`src/rtl/nibble_borrow_subtractor_pkg.sv`:
```
// rtl/nibble_borrow_subtractor_pkg.sv - shared types, constants and helpers for the nibble borrow subtractor
//
// Purpose: FSM state encoding, nibble width and the signed-overflow rule
// shared by the top level and its bench.
// Ports: none (package).
// Optional feature macro used elsewhere: NIBBLE_BORROW_SUBTRACTOR_CMP_EN.

package nibble_borrow_subtractor_pkg;

  localparam int NIBBLE_W = 4;

  typedef enum logic [1:0] {
    IDLE = 2'd0,
    RUN  = 2'd1,
    DONE = 2'd2
  } state_t;

  // Subtraction overflows only when the operands differ in sign and the
  // result's sign differs from the minuend's.
  function automatic logic signed_ovf(input logic a_msb, input logic b_msb, input logic d_msb);
    return (a_msb != b_msb) && (d_msb != a_msb);
  endfunction

endpackage

```
`src/rtl/nibble_borrow_subtractor_la4.sv`:
```
// rtl/nibble_borrow_subtractor_la4.sv - combinational 4-bit borrow-look-ahead cell
//
// Purpose: d = a - b - bi over one nibble, all borrows computed in parallel.
// Ports:
//   a  [3:0] in   minuend nibble
//   b  [3:0] in   subtrahend nibble
//   bi       in   borrow-in
//   d  [3:0] out  difference nibble
//   bo       out  borrow-out

module borrow_la4 (
  input  logic [3:0] a,
  input  logic [3:0] b,
  input  logic       bi,
  output logic [3:0] d,
  output logic       bo
);

  logic [3:0] w_p;
  logic [3:0] w_g;
  logic [4:0] w_br;

  // p: a borrow arriving at this bit passes through (a == b).
  // g: this bit borrows on its own (a=0, b=1).
  assign w_p = ~(a ^ b);
  assign w_g = ~a & b;

  assign w_br[0] = bi;
  assign w_br[1] = w_g[0] | (w_p[0] & bi);
  assign w_br[2] = w_g[1] | (w_p[1] & w_g[0]) | (w_p[1] & w_p[0] & bi);
  assign w_br[3] = w_g[2] | (w_p[2] & w_g[1]) | (w_p[2] & w_p[1] & w_g[0])
                 | (w_p[2] & w_p[1] & w_p[0] & bi);
  assign w_br[4] = w_g[3] | (w_p[3] & w_g[2]) | (w_p[3] & w_p[2] & w_g[1])
                 | (w_p[3] & w_p[2] & w_p[1] & w_g[0])
                 | (w_p[3] & w_p[2] & w_p[1] & w_p[0] & bi);

  assign d  = a ^ b ^ w_br[3:0];
  assign bo = w_br[4];

endmodule

```
`src/rtl/nibble_borrow_subtractor.sv`:
```
// rtl/nibble_borrow_subtractor.sv - multi-cycle WIDTH-bit subtractor, one nibble per clock
//
// Purpose: diff = a - b - bin, LSB nibble first through one shared
// borrow-look-ahead cell, borrow registered between nibbles.
// Ports:
//   clk          in   clock, rising edge
//   rst_n        in   asynchronous active-low reset
//   start        in   request, sampled only while busy=0
//   a, b [W-1:0] in   operands, captured on accepted start
//   bin          in   borrow-in, captured on accepted start
//   busy         out  subtraction in progress
//   done         out  one-cycle result-valid pulse
//   diff [W-1:0] out  result, held until next completion
//   bout         out  final borrow-out (unsigned a < b+bin)
//   ovf          out  signed overflow
//   eq/ltu/lts   out  compare flags, only with NIBBLE_BORROW_SUBTRACTOR_CMP_EN

module nibble_borrow_subtractor
  import nibble_borrow_subtractor_pkg::*;
#(
  parameter int WIDTH = 16
) (
  input  logic             clk,
  input  logic             rst_n,
  input  logic             start,
  input  logic [WIDTH-1:0] a,
  input  logic [WIDTH-1:0] b,
  input  logic             bin,
  output logic             busy,
  output logic             done,
  output logic [WIDTH-1:0] diff,
  output logic             bout,
  output logic             ovf
`ifdef NIBBLE_BORROW_SUBTRACTOR_CMP_EN
  ,
  output logic             eq,
  output logic             ltu,
  output logic             lts
`endif
);

  localparam int NIB   = WIDTH / NIBBLE_W;
  localparam int IDX_W = (NIB > 1) ? $clog2(NIB) : 1;

  if (((WIDTH % NIBBLE_W) != 0) || (WIDTH < NIBBLE_W)) begin : g_bad_width
    $error("nibble_borrow_subtractor: WIDTH must be a multiple of 4 and at least 4");
  end

  state_t                r_state;
  state_t                w_state_next;
  logic [WIDTH-1:0]      r_a;
  logic [WIDTH-1:0]      r_b;
  logic [WIDTH-1:0]      r_work;
  logic [WIDTH-1:0]      w_work_next;
  logic                  r_borrow;
  logic [IDX_W-1:0]      r_idx;
  logic [WIDTH-1:0]      r_diff;
  logic                  r_bout;
  logic                  r_ovf;
  logic                  w_accept;
  logic                  w_last;
  logic                  w_ovf_final;
  logic [NIBBLE_W-1:0]   w_a_nib;
  logic [NIBBLE_W-1:0]   w_b_nib;
  logic [NIBBLE_W-1:0]   w_d_nib;
  logic                  w_bo;

  // DONE counts as not busy, so a start there chains straight into RUN.
  assign w_accept = start && (r_state != RUN);
  assign w_last   = (r_idx == IDX_W'(NIB - 1));
  assign w_a_nib  = r_a[int'(r_idx) * NIBBLE_W +: NIBBLE_W];
  assign w_b_nib  = r_b[int'(r_idx) * NIBBLE_W +: NIBBLE_W];

  borrow_la4 u_la4 (
    .a  (w_a_nib),
    .b  (w_b_nib),
    .bi (r_borrow),
    .d  (w_d_nib),
    .bo (w_bo)
  );

  // Working value including the nibble being computed this cycle, so the
  // final nibble can be published directly on the transition into DONE.
  always_comb begin
    w_work_next = r_work;
    w_work_next[int'(r_idx) * NIBBLE_W +: NIBBLE_W] = w_d_nib;
  end

  assign w_ovf_final = signed_ovf(r_a[WIDTH-1], r_b[WIDTH-1], w_work_next[WIDTH-1]);

  always_ff @(posedge clk or negedge rst_n) begin
    if (!rst_n) begin
      r_state <= IDLE;
    end else begin
      r_state <= w_state_next;
    end
  end

  always_comb begin
    w_state_next = r_state;
    case (r_state)
      IDLE:    if (start) w_state_next = RUN;
      RUN:     if (w_last) w_state_next = DONE;
      DONE:    w_state_next = start ? RUN : IDLE;
      default: w_state_next = IDLE;
    endcase
  end

  always_ff @(posedge clk or negedge rst_n) begin
    if (!rst_n) begin
      r_a      <= '0;
      r_b      <= '0;
      r_work   <= '0;
      r_borrow <= 1'b0;
      r_idx    <= '0;
      r_diff   <= '0;
      r_bout   <= 1'b0;
      r_ovf    <= 1'b0;
    end else if (w_accept) begin
      r_a      <= a;
      r_b      <= b;
      r_borrow <= bin;
      r_idx    <= '0;
    end else if (r_state == RUN) begin
      r_work   <= w_work_next;
      r_borrow <= w_bo;
      r_idx    <= r_idx + IDX_W'(1);
      if (w_last) begin
        r_diff <= w_work_next;
        r_bout <= w_bo;
        r_ovf  <= w_ovf_final;
      end
    end
  end

  assign busy = (r_state == RUN);
  assign done = (r_state == DONE);
  assign diff = r_diff;
  assign bout = r_bout;
  assign ovf  = r_ovf;

`ifdef NIBBLE_BORROW_SUBTRACTOR_CMP_EN
  logic r_eq;
  logic r_ltu;
  logic r_lts;

  always_ff @(posedge clk or negedge rst_n) begin
    if (!rst_n) begin
      r_eq  <= 1'b0;
      r_ltu <= 1'b0;
      r_lts <= 1'b0;
    end else if (!w_accept && (r_state == RUN) && w_last) begin
      r_eq  <= (w_work_next == '0) && !w_bo;
      r_ltu <= w_bo;
      r_lts <= w_work_next[WIDTH-1] ^ w_ovf_final;
    end
  end

  assign eq  = r_eq;
  assign ltu = r_ltu;
  assign lts = r_lts;
`endif

endmodule

```
`config.mk`:
```
export PLATFORM = sky130hd
export DESIGN_NAME = nibble_borrow_subtractor
export DESIGN_NICKNAME = d
export VERILOG_FILES = /design/src/rtl/nibble_borrow_subtractor_pkg.sv /design/src/rtl/nibble_borrow_subtractor_la4.sv /design/src/rtl/nibble_borrow_subtractor.sv
export SDC_FILE = /design/constraint.sdc
export NUM_CORES = 1
export LEC_CHECK = 0
export ABC_AREA = 1
export ABC_CLOCK_PERIOD_IN_PS = 3000
export BUFFER_PORTS_ARGS = -buffer_cell sky130_fd_sc_hd__buf_2
export CAP_MARGIN = 40
export CORE_UTILIZATION = 32
export CTS_CLUSTER_SIZE = 25
export DETAILED_ROUTE_END_ITERATION = 6
export PLACE_DENSITY = 0.61
export SYNTH_ARGS = -nofsm -noshare
export SYNTH_HDL_FRONTEND = slang
export SYNTH_SLANG_ARGS = --single-unit
```
`constraint.sdc`:
```
create_clock -name clk -period 3 [get_ports clk]
set_input_delay 0.6 -clock clk [delete_from_list [all_inputs] [get_ports clk]]
set_output_delay 0.6 -clock clk [all_outputs]
set_load 0.1 [all_outputs]
```
==> out/summary.md, run 1 <==
The flow ran to the end, and the final reports show no timing, DRC or antenna violations. Counting every instance in the synthesized netlist gives 420. The CTS sink count is 71, and the total instance count after detailed placement is 598.

The critical path ends at diff[6]. The count of buffers inserted at the top-level ports came out at 55. The core area was 0.0104 mm2. Leaving out fill and tap cells, the most frequent cell in the layout is sky130_fd_sc_hd__nand2_1. The all-layer global routing usage came out at 15.5%. The later pin in the worst-skew pair is clocked with a latency of 0.35 ns.

The number of setup buffers added after CTS is 0. In this run the clock root is driven by a sky130_fd_sc_hd__clkbuf_8. For the final database, setup skew stands at 0.0108 ns. Worst hold-check path type: input port to asynchronous set/reset pin. The via count of the first global-routing pass was 2,868; the achievable clock frequency was 405 MHz. Post-CTS repair changed the size of 0 cells. The largest fanout on the critical path was 14.

The library cells used most frequently in the layout, excluding fill and tap cells, are sky130_fd_sc_hd__nand2_1 (195), sky130_fd_sc_hd__dfrtp_1 (71), sky130_fd_sc_hd__buf_2 (55). Setup repair after global routing left no endpoint under its margin. 0 antenna diodes ended up in the layout. The tools report the start point of the critical path as r_idx[1]. The number of nets produced by synthesis is 467.

The worst path uses 82.2% of the clock period. The average footprint of a synthesized cell works out to 8.17 um2. The routed via count divided by cell count was 4.56; the worst reg-to-reg path cell count was 13. The number of flip-flops and latches in the synthesized netlist was 71.

In this run the critical register-to-register path is launched from r_idx[1]. Leftover overflow at the end of global routing: 0. The count of pins over their slew limit is 0. The cell row count was 37; the layout-stage area growth over the synthesis result was 17.8%.

The instance area at placement came out at 0.00383 mm2. The max capacitance violation total is 0, and the post-synthesis cell type count is 32. The worst setup path is launched from a flip-flop. Counting along the longest clock path gives a buffer depth of 2. The number of DRC markers in iteration 0 was 118; the fraction of layout instances using a drive strength above 1 was 19.5%. Pin placement for this block handled 56 I/O pins.

The final number of hold-violating endpoints is 0. In the routed design, unresolved DRC markers number 0. CTS built an H-tree with a depth of 3. At the worst endpoint, the required time is 3.29 ns. By startpoint and endpoint, the worst setup path is classified as flip-flop to flip-flop. STA classifies the critical path endpoint as a flip-flop.

Hold timing on the final database bottoms out at a slack of 0.0624 ns. The floorplan step defined a die boundary enclosing 0.0111 mm2. In this run the critical register-to-register path is captured at diff[6]. Counting I/O delays and the setup requirement, the final critical path takes 2.47 ns. Wires add up to 7720 um.

Data on the critical path arrives at its endpoint at 2.76 ns. The setup check on the worst reg-to-reg path leaves a slack of 0.53 ns. Summed negative setup slack over all endpoints: 0 ns.

The sequential element share of the synthesized area is 51.8%. The Yosys step of the flow raised 0 warnings. The net count of the finished layout is 520.

The initial antenna violation count was 0; the hold-fix buffer count after cts was 0. The synthesized design spends more area on one cell type than any other, namely sky130_fd_sc_hd__dfrtp_1. The average wire per cell in the routed design is 12.6 um, and the wire length of the first global-routing pass is 13,600 um. The CTS buffer count is 9.

TritonCTS built the clock tree. Measured against its own limit, the worst slew margin works out to 67.6%. Post-route standard cell area excluding fillers: 0.00404 mm2. Summing every instance area after synthesis gives 0.00343 mm2. In this run the biggest area consumer among cell types represents 51.8% of the synthesized area. For the pin with the worst max-slew slack, the measured transition is 0.484 ns. The count of final setup violators was 0; the clock transition at the registers of the reported paths was 0.08 ns.

The logs give 0 for the remaining antenna violation count after routing and 2,802 for the via count. The post-route non-filler standard cell count is 614, and the vertical extent of the die is 106 um. The placed wire-length estimate after detailed placement is 5490 um, and the horizontal die dimension is 106 um. For this run, the detailed router's first-pass iteration total came to 4. The run gives 0.784 as the placer congestion estimate. Entering global routing, the biggest net connects 69 pins. Ranked by total cell area, the synthesized netlist is headed by sky130_fd_sc_hd__dfrtp_1 (52%), sky130_fd_sc_hd__nand2_1 (21%), sky130_fd_sc_hd__ha_1 (3.6%), sky130_fd_sc_hd__inv_1 (3.1%), sky130_fd_sc_hd__o21ai_0 (2.8%). Once the floorplan was initialized, standard cells occupied 33.1% of the core.
-- logic make-up after synthesis --
group / after synthesis / synth area share (%)
simple gates: 233 / 27.8
buf+inv: 49 / 6.06
flops: 71 / 51.8
compound gates: 54 / 9.60
fa+ha+maj: 11 / 4.23
xor+xnor: 2 / 0.511
-- flip-flops by register name (all words and copies together), names as in the netlist --
register  count
bout          1
diff         16
ovf           1
r_a          16
r_b          16
r_borrow      1
r_idx         2
r_state       2
r_work       16
-- worst min-delay path by stage --
stage,from,end,slack (ns),cells after the start
floorplan,rst_n,bout,0.30,0
global placement,rst_n,r_b[8],0.42,1
detailed placement,rst_n,r_b[8],0.42,1
CTS,rst_n,r_b[8],0.05,1
global route,rst_n,r_b[8],0.04,1
finish,rst_n,r_b[8],0.06,1
-- per-stage QoR --
step / util, % / setup WS, ns
6_report: 39.0 / 0.533
5_1_grt: 39.0 / 0.172
4_1_cts: 39.0 / 0.508
3_5_place_dp: 36.9 / 0.526
3_3_place_gp: 36.9 / 0.610
2_1_floorplan: - / 0.692
-- critical path: stages, from the launching register on --
cell,delay (ns)
sky130_fd_sc_hd__dfrtp_1,0.49
sky130_fd_sc_hd__inv_1,0.34
sky130_fd_sc_hd__o21ai_0,0.15
sky130_fd_sc_hd__o22ai_1,0.25
sky130_fd_sc_hd__ha_1,0.32
sky130_fd_sc_hd__nand3_1,0.08
sky130_fd_sc_hd__nand3_1,0.08
sky130_fd_sc_hd__xnor2_1,0.19
sky130_fd_sc_hd__nand2_1,0.12
sky130_fd_sc_hd__nor2_2,0.11
sky130_fd_sc_hd__nand2_1,0.07
sky130_fd_sc_hd__o21ai_2,0.07
sky130_fd_sc_hd__nand2_1,0.08
sky130_fd_sc_hd__nand2_1,0.07
-- area by class of cell --
type,instances,area (um2)
clock buffer,9,124
clock inverter,7,87.6
fill,1099,6330
inverter,33,128
multi-input combinational,300,1450
sequential,71,1780
tap,136,170
timing repair buffer,58,310
-- routing by layer --
layer,vias to the layer above,share of wire (%),global-route usage [%]
met1,1292,47,20.1
li1,1438,-,-
met4,0,2.0,5.36
met3,14,4.0,4.08
met5,-,0,0
met2,58,47,25.0
-- Yosys cell counts --
| cell | instances |
|---|---|
| sky130_fd_sc_hd__nor2_1 | 17 |
| sky130_fd_sc_hd__a31oi_1 | 1 |
| sky130_fd_sc_hd__nand2_1 | 195 |
| sky130_fd_sc_hd__o21ai_0 | 19 |
| sky130_fd_sc_hd__o21ai_1 | 9 |
| sky130_fd_sc_hd__fa_1 | 1 |
| sky130_fd_sc_hd__clkinv_2 | 1 |
| sky130_fd_sc_hd__buf_2 | 10 |
| sky130_fd_sc_hd__nand3_2 | 1 |
| sky130_fd_sc_hd__xor2_1 | 1 |
| sky130_fd_sc_hd__xnor2_1 | 1 |
| sky130_fd_sc_hd__inv_1 | 28 |
| sky130_fd_sc_hd__a32o_1 | 3 |
| sky130_fd_sc_hd__o22ai_1 | 13 |
| sky130_fd_sc_hd__nand2_2 | 5 |
| sky130_fd_sc_hd__o21ai_2 | 1 |
| sky130_fd_sc_hd__ha_1 | 10 |
| sky130_fd_sc_hd__nand4_1 | 3 |
| sky130_fd_sc_hd__a21oi_1 | 4 |
| sky130_fd_sc_hd__o22ai_2 | 2 |
| sky130_fd_sc_hd__nand3_1 | 6 |
| sky130_fd_sc_hd__nand4_4 | 1 |
| sky130_fd_sc_hd__nor2_2 | 1 |
| sky130_fd_sc_hd__o32ai_1 | 2 |
| sky130_fd_sc_hd__buf_4 | 2 |
| sky130_fd_sc_hd__inv_4 | 1 |
| sky130_fd_sc_hd__nand2_4 | 2 |
| sky130_fd_sc_hd__nor2_4 | 1 |
| sky130_fd_sc_hd__dfrtp_1 | 71 |
| sky130_fd_sc_hd__inv_2 | 3 |
| sky130_fd_sc_hd__or2_0 | 1 |
| sky130_fd_sc_hd__clkbuf_1 | 4 |
Power of run 1 is left out: the tool's default activity adds up to more than one toggle a clock period on the data nets, which glitch-free logic cannot reach.
==> run 2: changes to the inputs <==
--- a/config.mk
+++ b/config.mk
@@ -6,13 +6,13 @@
 export NUM_CORES = 1
 export LEC_CHECK = 0
 export ABC_AREA = 1
-export ABC_CLOCK_PERIOD_IN_PS = 3000
+export ABC_CLOCK_PERIOD_IN_PS = 2200
 export BUFFER_PORTS_ARGS = -buffer_cell sky130_fd_sc_hd__buf_2
 export CAP_MARGIN = 40
 export CORE_UTILIZATION = 32
 export CTS_CLUSTER_SIZE = 25
 export DETAILED_ROUTE_END_ITERATION = 6
-export PLACE_DENSITY = 0.61
+export PLACE_DENSITY = 0.63
 export SYNTH_ARGS = -nofsm -noshare
 export SYNTH_HDL_FRONTEND = slang
 export SYNTH_SLANG_ARGS = --single-unit
==> constraint.sdc (replaced) <==
create_clock -name clk -period 2.2 [get_ports clk]
set_input_delay 0.44 -clock clk [delete_from_list [all_inputs] [get_ports clk]]
set_output_delay 0.44 -clock clk [all_outputs]
set_load 0.1 [all_outputs]
==> run 2 against run 1 <==
Compared with the run above: utilization increased by 2.3 points; first-iteration DRC count decreased by 14%; final cell count increased by 1.6%; design area increased by 6.0%; worst setup slack got worse by 0.43 ns; highest routed layer unchanged; fmax increased by 18%; via count increased by 4.2%.
==> out/summary.md, run 2 (synthesis gave the netlist of run 1 again) <==
After the last flow step, the layout net total stands at 530. The wire length reported by the detailed router is 7900 um, and the clock transition at the registers of the reported paths is 0.08 ns. The first-pass iteration count of the detailed router is 4.

Most common library cell in the layout ignoring fill and taps: sky130_fd_sc_hd__nand2_1. Type of destination of the critical path: a flip-flop. The count of final setup violators was 0; the horizontal die dimension was 106 um. The via count is 2,921.

The layout-stage area growth over the synthesis result was 24.9%; the worst clock skew was 0.00600 ns. The multi-input combinational cells in the finished layout cover a total of 0.00159 mm2. The path type of the worst setup path is flip-flop to flip-flop. Global routing consumed, over all layers together, 15.1% of the routing resources. The logs give 0 for the initial antenna violation count and 477 MHz for the achievable clock frequency.

For this run, the share of the core covered by cells in the final layout is 41.3%. The number of clock buffers added by TritonCTS is 9. The worst hold-check path type is input port to asynchronous set/reset pin.

The critical path capture point is r_work[9]. The cell sitting at the root of the clock tree is a sky130_fd_sc_hd__clkbuf_8. In the layout the commonest cells are sky130_fd_sc_hd__nand2_1 (191), sky130_fd_sc_hd__dfrtp_1 (70), sky130_fd_sc_hd__buf_2 (55). The later pin in the worst-skew pair is clocked with a latency of 0.35 ns. For this design, the sink count on the clock tree is 71. The first global-routing pass estimated 13,300 um of wire. The number of DRC markers in iteration 0 was 101; the number of top-level pins was 56. Placer congestion estimate: 0.876.

The register-to-register setup slack is 0.10 ns, and the relative slew slack is 67.1%. For the maximum number of pins on one net before global-route repair, the log shows 72. Setup repair after global routing could not meet its margin everywhere. The minimum clock period after layout is 2.10 ns, and the worst reg-to-reg path cell count is 8.

The core area is 0.0104 mm2, and the register cell area after layout is 0.00178 mm2. The tools report the endpoint of the most critical register-to-register path as r_work[9]. The count of pins over their slew limit is 0. In this run the worst setup path begins at r_idx[0]. The largest fanout on the critical path was 7. TritonCTS built the clock tree.

The startpoint identified for the worst register-to-register timing path is r_idx[0]. The fraction of layout instances using a drive strength above 1 was 26.2%. The tools report the sort of element at the start of the critical path as a flip-flop. In this run the number of H-tree levels came out at 3. For this run, design rule violations remaining after detail routing come to 0. In the routed layout, each cell is associated on average with a via count of 4.68. At the worst endpoint, the arrival time is 2.38 ns. In this run the tool buffered the top-level ports with 55 buffer cells. 0 antenna diodes ended up in the layout. The final number of hold-violating endpoints is 0, and the slew at the pin closest to its max-slew limit is 0.496 ns.

The flow ran to the end, and the final reports show no timing, DRC or antenna violations. For the via count of the first global-routing pass, the log shows 2,888. The die area is 0.0111 mm2, and the vertical extent of the die is 106 um. The max capacitance violation total was 0; the leftover overflow at the end of global routing was 0.

The remaining antenna violation count after routing is 0. Dividing the final minimum period by the clock period gives 95.3%. The effective utilization at floorplan is 33.1%. STA puts the critical path data required time at 2.48 ns. Detailed placement ended at an HPWL of 5610 um. Row generation in the floorplan step produced 37 rows. Dividing the detail-routed wire length by the instance count gives 12.7 um. The deepest clock path buffer count came out at 2. After filler insertion, the fill cell instance count of the layout stands at 1,110.
## run 2: worst min-delay path by stage
stage	endpoint	slack (ns)
after CTS	r_b[2]	0.12
final	r_b[12]	0.11
after global routing	r_b[2]	0.14
after global placement	r_b[11]	0.46
after floorplan	bout	0.14
after detailed placement	r_b[11]	0.46
## run 2: per-layer routing
layer	global-route usage, %	wire length [um]	share of wire (%)	vias up
li1	-	-	-	1451
met1	18.9	3620	46	1386
met2	25.1	3790	48	67
met3	3.46	326	4.1	17
met4	6.35	164	2.1	0
met5	0	0	0	-
## run 2: through the flow
stage / TNS, ns / cell area [um2] / cells / setup slack [ns] / hold slack, ns
global placement: 0 / 3900 / 606 / 0.0409 / 0.457
global route: -0.103 / 4280 / 624 / -0.0418 / 0.135
finish: 0 / 4280 / 624 / 0.103 / 0.111
CTS: 0 / 4130 / 622 / 0.00137 / 0.121
floorplan: 0 / 3450 / 420 / 0.0302 / 0.144
detailed placement: 0 / 3900 / 606 / 0.00389 / 0.458
## run 2: cell type report
class / instances / share of cell area, %
Sequential cell: 71 / 41.5
Multi-Input combinational cell: 300 / 37.1
Timing Repair Buffer: 68 / 9.17
Clock inverter: 7 / 2.28
Inverter: 33 / 3.10
Tap cell: 136 / 3.97
Clock buffer: 9 / 2.89
## run 2: worst max-delay path, stage by stage (launching register included)
cell and delay, ns:
sky130_fd_sc_hd__dfrtp_2 0.42, sky130_fd_sc_hd__buf_6 0.14, sky130_fd_sc_hd__nand2_2 0.04, sky130_fd_sc_hd__a32o_2 0.30, sky130_fd_sc_hd__fa_2 0.39, sky130_fd_sc_hd__xor2_2 0.21
sky130_fd_sc_hd__o32ai_1 0.37, sky130_fd_sc_hd__nand2_1 0.08, sky130_fd_sc_hd__o21ai_1 0.08
## run 2: repair_timing
item | 4_1_cts | 5_1_grt
resized for setup | 2 | 36
hold buffers | 0 | 0
endpoints found under the setup margin | 5 | 31
buffers inserted | 0 | 2
pin swaps | 1 | 8
Power of run 2 is left out for the same reason.
